[config.mk]
export PLATFORM = sky130hd
export DESIGN_NAME = mfp_uart_transmitter
export DESIGN_NICKNAME = d
export VERILOG_FILES = /design/src/rtl/mfp_uart_transmitter.sv
export SDC_FILE = /design/constraint.sdc
export NUM_CORES = 1
export LEC_CHECK = 0
export CAP_MARGIN = 20
export CORE_MARGIN = 4
export CORE_UTILIZATION = 45
export DETAILED_ROUTE_END_ITERATION = 12
export PLACE_DENSITY = 0.74
export SYNTH_ARGS = -nofsm -noshare
export SYNTH_HDL_FRONTEND = slang
export SYNTH_SLANG_ARGS = --single-unit
[constraint.sdc]
create_clock -name clk -period 7.2 [get_ports clk]
set_input_delay 1.8 -clock clk [delete_from_list [all_inputs] [get_ports clk]]
set_output_delay 1.8 -clock clk [all_outputs]
set_load 0.02 [all_outputs]
[src/rtl/mfp_uart_transmitter.sv]
// Byte-wide UART transmitter (8N1) with a small input FIFO.
// Define MFP_UART_TX_PARITY_EN to add an even-parity bit (8E1).
module mfp_uart_transmitter #(
  parameter int CLK_HZ     = 50000000,
  parameter int BAUD       = 115200,
  parameter int FIFO_DEPTH = 4
) (
  input  logic       clk,
  input  logic       reset,
  input  logic [7:0] tx_data,
  input  logic       tx_valid,
  output logic       tx_ready,
  output logic       tx,
  output logic       busy
);

  localparam int DIV = CLK_HZ / BAUD;
  localparam int CW  = (DIV > 2) ? $clog2(DIV) : 1;
  localparam int AW  = $clog2(FIFO_DEPTH);

  localparam logic [CW-1:0] DIV_LAST = CW'(DIV - 1);
  localparam logic [AW:0]   FULL_CNT = (AW+1)'(FIFO_DEPTH);

  localparam logic [2:0] S_IDLE   = 3'd0;
  localparam logic [2:0] S_START  = 3'd1;
  localparam logic [2:0] S_DATA   = 3'd2;
`ifdef MFP_UART_TX_PARITY_EN
  localparam logic [2:0] S_PARITY = 3'd3;
`endif
  localparam logic [2:0] S_STOP   = 3'd4;

  generate
    if (DIV < 2) begin : g_bad_div
      $error("mfp_uart_transmitter: CLK_HZ/BAUD must be >= 2");
    end
    if (FIFO_DEPTH < 2 ||
        (FIFO_DEPTH & (FIFO_DEPTH - 1)) != 0) begin : g_bad_depth
      $error("mfp_uart_transmitter: FIFO_DEPTH must be 2^n, >= 2");
    end
  endgenerate

  logic [7:0]    mem [FIFO_DEPTH];
  logic [AW-1:0] wptr;
  logic [AW-1:0] rptr;
  logic [AW:0]   count;
  logic [AW:0]   count_n;
  logic          push;
  logic          pop;
  logic [7:0]    head;

  logic [2:0]    state;
  logic [2:0]    state_n;
  logic [CW-1:0] cnt;
  logic [CW-1:0] cnt_n;
  logic [2:0]    bitcnt;
  logic [2:0]    bitcnt_n;
  logic [7:0]    shreg;
  logic [7:0]    shreg_n;
  logic          tick;
  logic          tx_n;
`ifdef MFP_UART_TX_PARITY_EN
  logic          par_q;
  logic          par_n;
`endif

  assign push = tx_valid && tx_ready;
  assign head = mem[rptr];
  assign tick = (cnt == DIV_LAST);
  assign busy = (state != S_IDLE) || (count != '0);

  always_comb begin
    count_n = count;
    unique case ({push, pop})
      2'b10:   count_n = count + 1'b1;
      2'b01:   count_n = count - 1'b1;
      default: count_n = count;
    endcase
  end

  always_comb begin
    state_n  = state;
    bitcnt_n = bitcnt;
    shreg_n  = shreg;
    pop      = 1'b0;
    cnt_n    = (state == S_IDLE || tick) ? '0 : cnt + 1'b1;
`ifdef MFP_UART_TX_PARITY_EN
    par_n    = par_q;
`endif
    unique case (state)
      S_IDLE: begin
        if (count != '0) begin
          pop     = 1'b1;
          shreg_n = head;
          state_n = S_START;
`ifdef MFP_UART_TX_PARITY_EN
          par_n   = ^head;
`endif
        end
      end
      S_START: begin
        if (tick) begin
          bitcnt_n = '0;
          state_n  = S_DATA;
        end
      end
      S_DATA: begin
        if (tick) begin
          shreg_n  = {1'b0, shreg[7:1]};
          bitcnt_n = bitcnt + 3'd1;
          if (bitcnt == 3'd7) begin
`ifdef MFP_UART_TX_PARITY_EN
            state_n = S_PARITY;
`else
            state_n = S_STOP;
`endif
          end
        end
      end
`ifdef MFP_UART_TX_PARITY_EN
      S_PARITY: begin
        if (tick) state_n = S_STOP;
      end
`endif
      S_STOP: begin
        if (tick) begin
          // chain straight into the next start bit when more data waits
          if (count != '0) begin
            pop     = 1'b1;
            shreg_n = head;
            state_n = S_START;
`ifdef MFP_UART_TX_PARITY_EN
            par_n   = ^head;
`endif
          end else begin
            state_n = S_IDLE;
          end
        end
      end
      default: state_n = S_IDLE;
    endcase
  end

  always_comb begin
    tx_n = 1'b1;
    unique case (state_n)
      S_START: tx_n = 1'b0;
      S_DATA:  tx_n = shreg_n[0];
`ifdef MFP_UART_TX_PARITY_EN
      S_PARITY: tx_n = par_n;
`endif
      default: tx_n = 1'b1;
    endcase
  end

  always_ff @(posedge clk) begin
    if (push) mem[wptr] <= tx_data;
  end

  always_ff @(posedge clk or posedge reset) begin
    if (reset) begin
      state    <= S_IDLE;
      cnt      <= '0;
      bitcnt   <= '0;
      shreg    <= '0;
      tx       <= 1'b1;
      tx_ready <= 1'b1;
      count    <= '0;
      wptr     <= '0;
      rptr     <= '0;
`ifdef MFP_UART_TX_PARITY_EN
      par_q    <= 1'b0;
`endif
    end else begin
      state    <= state_n;
      cnt      <= cnt_n;
      bitcnt   <= bitcnt_n;
      shreg    <= shreg_n;
      tx       <= tx_n;
      tx_ready <= (count_n != FULL_CNT);
      count    <= count_n;
      if (push) wptr <= wptr + 1'b1;
      if (pop)  rptr <= rptr + 1'b1;
`ifdef MFP_UART_TX_PARITY_EN
      par_q    <= par_n;
`endif
    end
  end

endmodule

==> run metrics <==
outcome completed; setup repair after global routing missed its margin false; Clock Path Buffers 2; Worst Hold Depth 1; final number of hold-violating endpoints 0; ANT nets after route 0; largest driver fanout on the critical path 15; ratio of routed vias to standard cells between 5 and 6; maximum number of pins on one net before global-route repair 33; crit path DAT 1970 ps; number of inserted diodes 0; number of clock buffers inserted by TritonCTS 9; Routability Congestion 0.7641; Hold/Removal Path Class flip-flop to flip-flop; core outline area between 5000 and 6000 sq um; Req. time, crit path between 5000 and 6000 ps; Post-Syn Area per Cell between 10 and 15 sq um; category of the worst setup path capture point output port; minimum clock period after layout 3773 ps; I/O Buffers 13; Max rail drop VDD between 200 and 250 uV; synth top area cells edfxtp_1, dfrtp_1, mux4_2, ha_1, o221a_1; start of the worst register-to-register path cnt[2]; wire length of the first global-routing pass approximately 7700 um; Skew-Pair Late Insertion Delay between 300 and 400 ps; TritonCTS clock tree yes; clock slew at the register clock pins of the worst setup and hold paths 70 ps; die outline width 87.17 um; cell taking the most area after synthesis edfxtp_1; count of synthesis-stage warnings from yosys 0; total wire length after detailed routing around 4500 um; worst min-delay path startpoint cnt[0]; H-tree lvl count 3; number of top-level design ports 14; most instantiated library cell after synthesis edfxtp_1; Setup TNS Final 0 ps; final net count approximately 240; number of buffers inserted by hold repair at cts 0; y dimension of the die roughly 87 um; Reg2Reg Capture Point tx_ready; number of antenna violations at the first check in global routing 0; ratio of total power to cell area approximately 280 nW/um^2; detail-routed net length per standard cell roughly 15 um; number of global-route vias before repair about 1600; largest clock skew in the final design between 6 and 7 ps; register bit total from synthesis 64; predominant post-synthesis flop cell edfxtp_1; R2R cell count 10; DRC violation count after routing 0; worst hold path endpoint cnt[0]; Detailed Place HPWL around 3000 um; fraction of layout instances using a drive strength above 1 approximately 14%; number of DRC markers in iteration 0 80; number of inserted filler cells in the final layout approximately 470; detailed-router iteration count before antenna repair 4; Post-synth EDFFs 32; number of cell rows 28; count of mapped cells out of synthesis between 200 and 250; GRT Residual Overflow 0; overall via count from detail_route approximately 1600; GRT Util Overall a little over an eighth; number of clock sinks seen by CTS 64; Synthesized Nets between 200 and 250; root buffer cell clkbuf_8; post-synthesis cell area 2820 sq um; Die Area approximately 7600 sq um; overall power after layout 919.2 uW; Post-synth ARST share 50.00%; proportion of synthesized chip area in sequential cells approximately 63%; growth of design area from synthesis to finish 15.39%; setup slack of the most critical reg-to-reg path between 4000 and 5000 ps; initial core utilization 47.08%; top cell type's share of synthesized area ~34%; Post-synth top cells edfxtp_1, dfrtp_1, inv_1, nor2_1, nand2_1; max-slew violation total from the final report 0; measured slew at the worst slew-check pin ~560 ps; Setup-failing EPs final 0; Unique masters post-synth 39; sort of element at the start of the critical path flip-flop; Setup Crit Path Kind flip-flop to output port; Achievable Freq between 200 and 300 MHz; Post-CTS Setup Bufs 0; final period utilization between 50% and 60%; total leakage power approximately 0.0013 uW; max-cap check violation count 0; Gates resized, CTS repair 0; Multi-input gate area 977.2 sq um; Max-Slew Margin vs Limit 62.77%; sequential cell area in the final layout between 1500 and 2000 sq um
power breakdown:
group	internal (uW)	switching, uW
sequential	440	22.5
combinational	49.1	63.1
clock	199	146
flip-flops by register name, indices dropped and copies added, names as in the netlist:
register / cells
state: 3
count: 3
cnt: 9
mem: 32
tx: 1
tx_ready: 1
shreg: 8
wptr: 2
rptr: 2
bitcnt: 3
worst max-delay path, cell delays in order (launching register included):
cell and delay, ps:
dfrtp_1 560, nor3_1 420, nand2_1 100, clkdlybuf4s50_1 550
area by class of cell:
type | count | area share [%]
inverter | 14 | 1.615
multi-input combinational | 118 | 30.03
sequential | 64 | 54.21
clock buffer | 9 | 3.806
clock inverter | 7 | 3.230
timing repair buffer | 14 | 4.229
tap | 75 | 2.884
through the flow:
stage | std cells | hold slack (ps) | area, sq um | worst slack, ps | util, %
after detailed placement | 285 | 493.1 | 3025 | 3551 | 50.50
after global routing | 301 | 529.4 | 3254 | 3319 | 54.32
after CTS | 301 | 502.6 | 3254 | 3402 | 54.32
after global placement | 285 | 479.0 | 3025 | 3602 | 50.50
after floorplan | 202 | 453.5 | 2820 | 4143 | -
final | 301 | 500.1 | 3254 | 3427 | 54.32
cell usage in the layout, fill, tap and decap left out, types with 6 or more instances in the layout:
master           netlist  routed
clkbuf_8               0       9
o221a_1                6       6
nor2_1                14      14
a21oi_1                7       7
mux4_2                 8       8
nand2_1               10      10
inv_1                 14      14
nand2b_1               6       6
dfrtp_1               30      30
edfxtp_1              32      32
xor2_1                 6       6
ha_1                   9       9
clkdlybuf4s50_1        0      13
worst max path at each step:
stage / startpoint / endpoint / slack [ps] / depth (start not counted)
finish: state[0] / busy / 3430 / 3
global route: state[0] / busy / 3320 / 3
CTS: state[0] / busy / 3400 / 3
detailed placement: tx_valid / tx_ready / 3550 / 9
global placement: tx_valid / tx_ready / 3600 / 9
floorplan: tx_valid / tx_ready / 4140 / 8
logic make-up (layout without fill, tap and decap cells):
group / Yosys count / in the layout / share of synthesized area, %
compound gates: 31 / 31 / 8.385
simple gates: 55 / 55 / 10.65
mux: 11 / 11 / 7.498
fa+ha+maj: 10 / 10 / 4.703
flops: 64 / 64 / 62.56
buf+inv: 20 / 44 / 2.795
xor+xnor: 11 / 11 / 3.416
metal layers:
| metal | vias up | track usage [%] | wire length (um) |
|---|---|---|---|
| met4 | 0 | 6.276 | 86 |
| met2 | 21 | 19.88 | 2081 |
| li1 | 786 | - | - |
| met1 | 787 | 18.44 | 2168 |
| met5 | - | 0 | 0 |
| met3 | 8 | 4.352 | 149 |
Power figures use the tool's default switching activity.
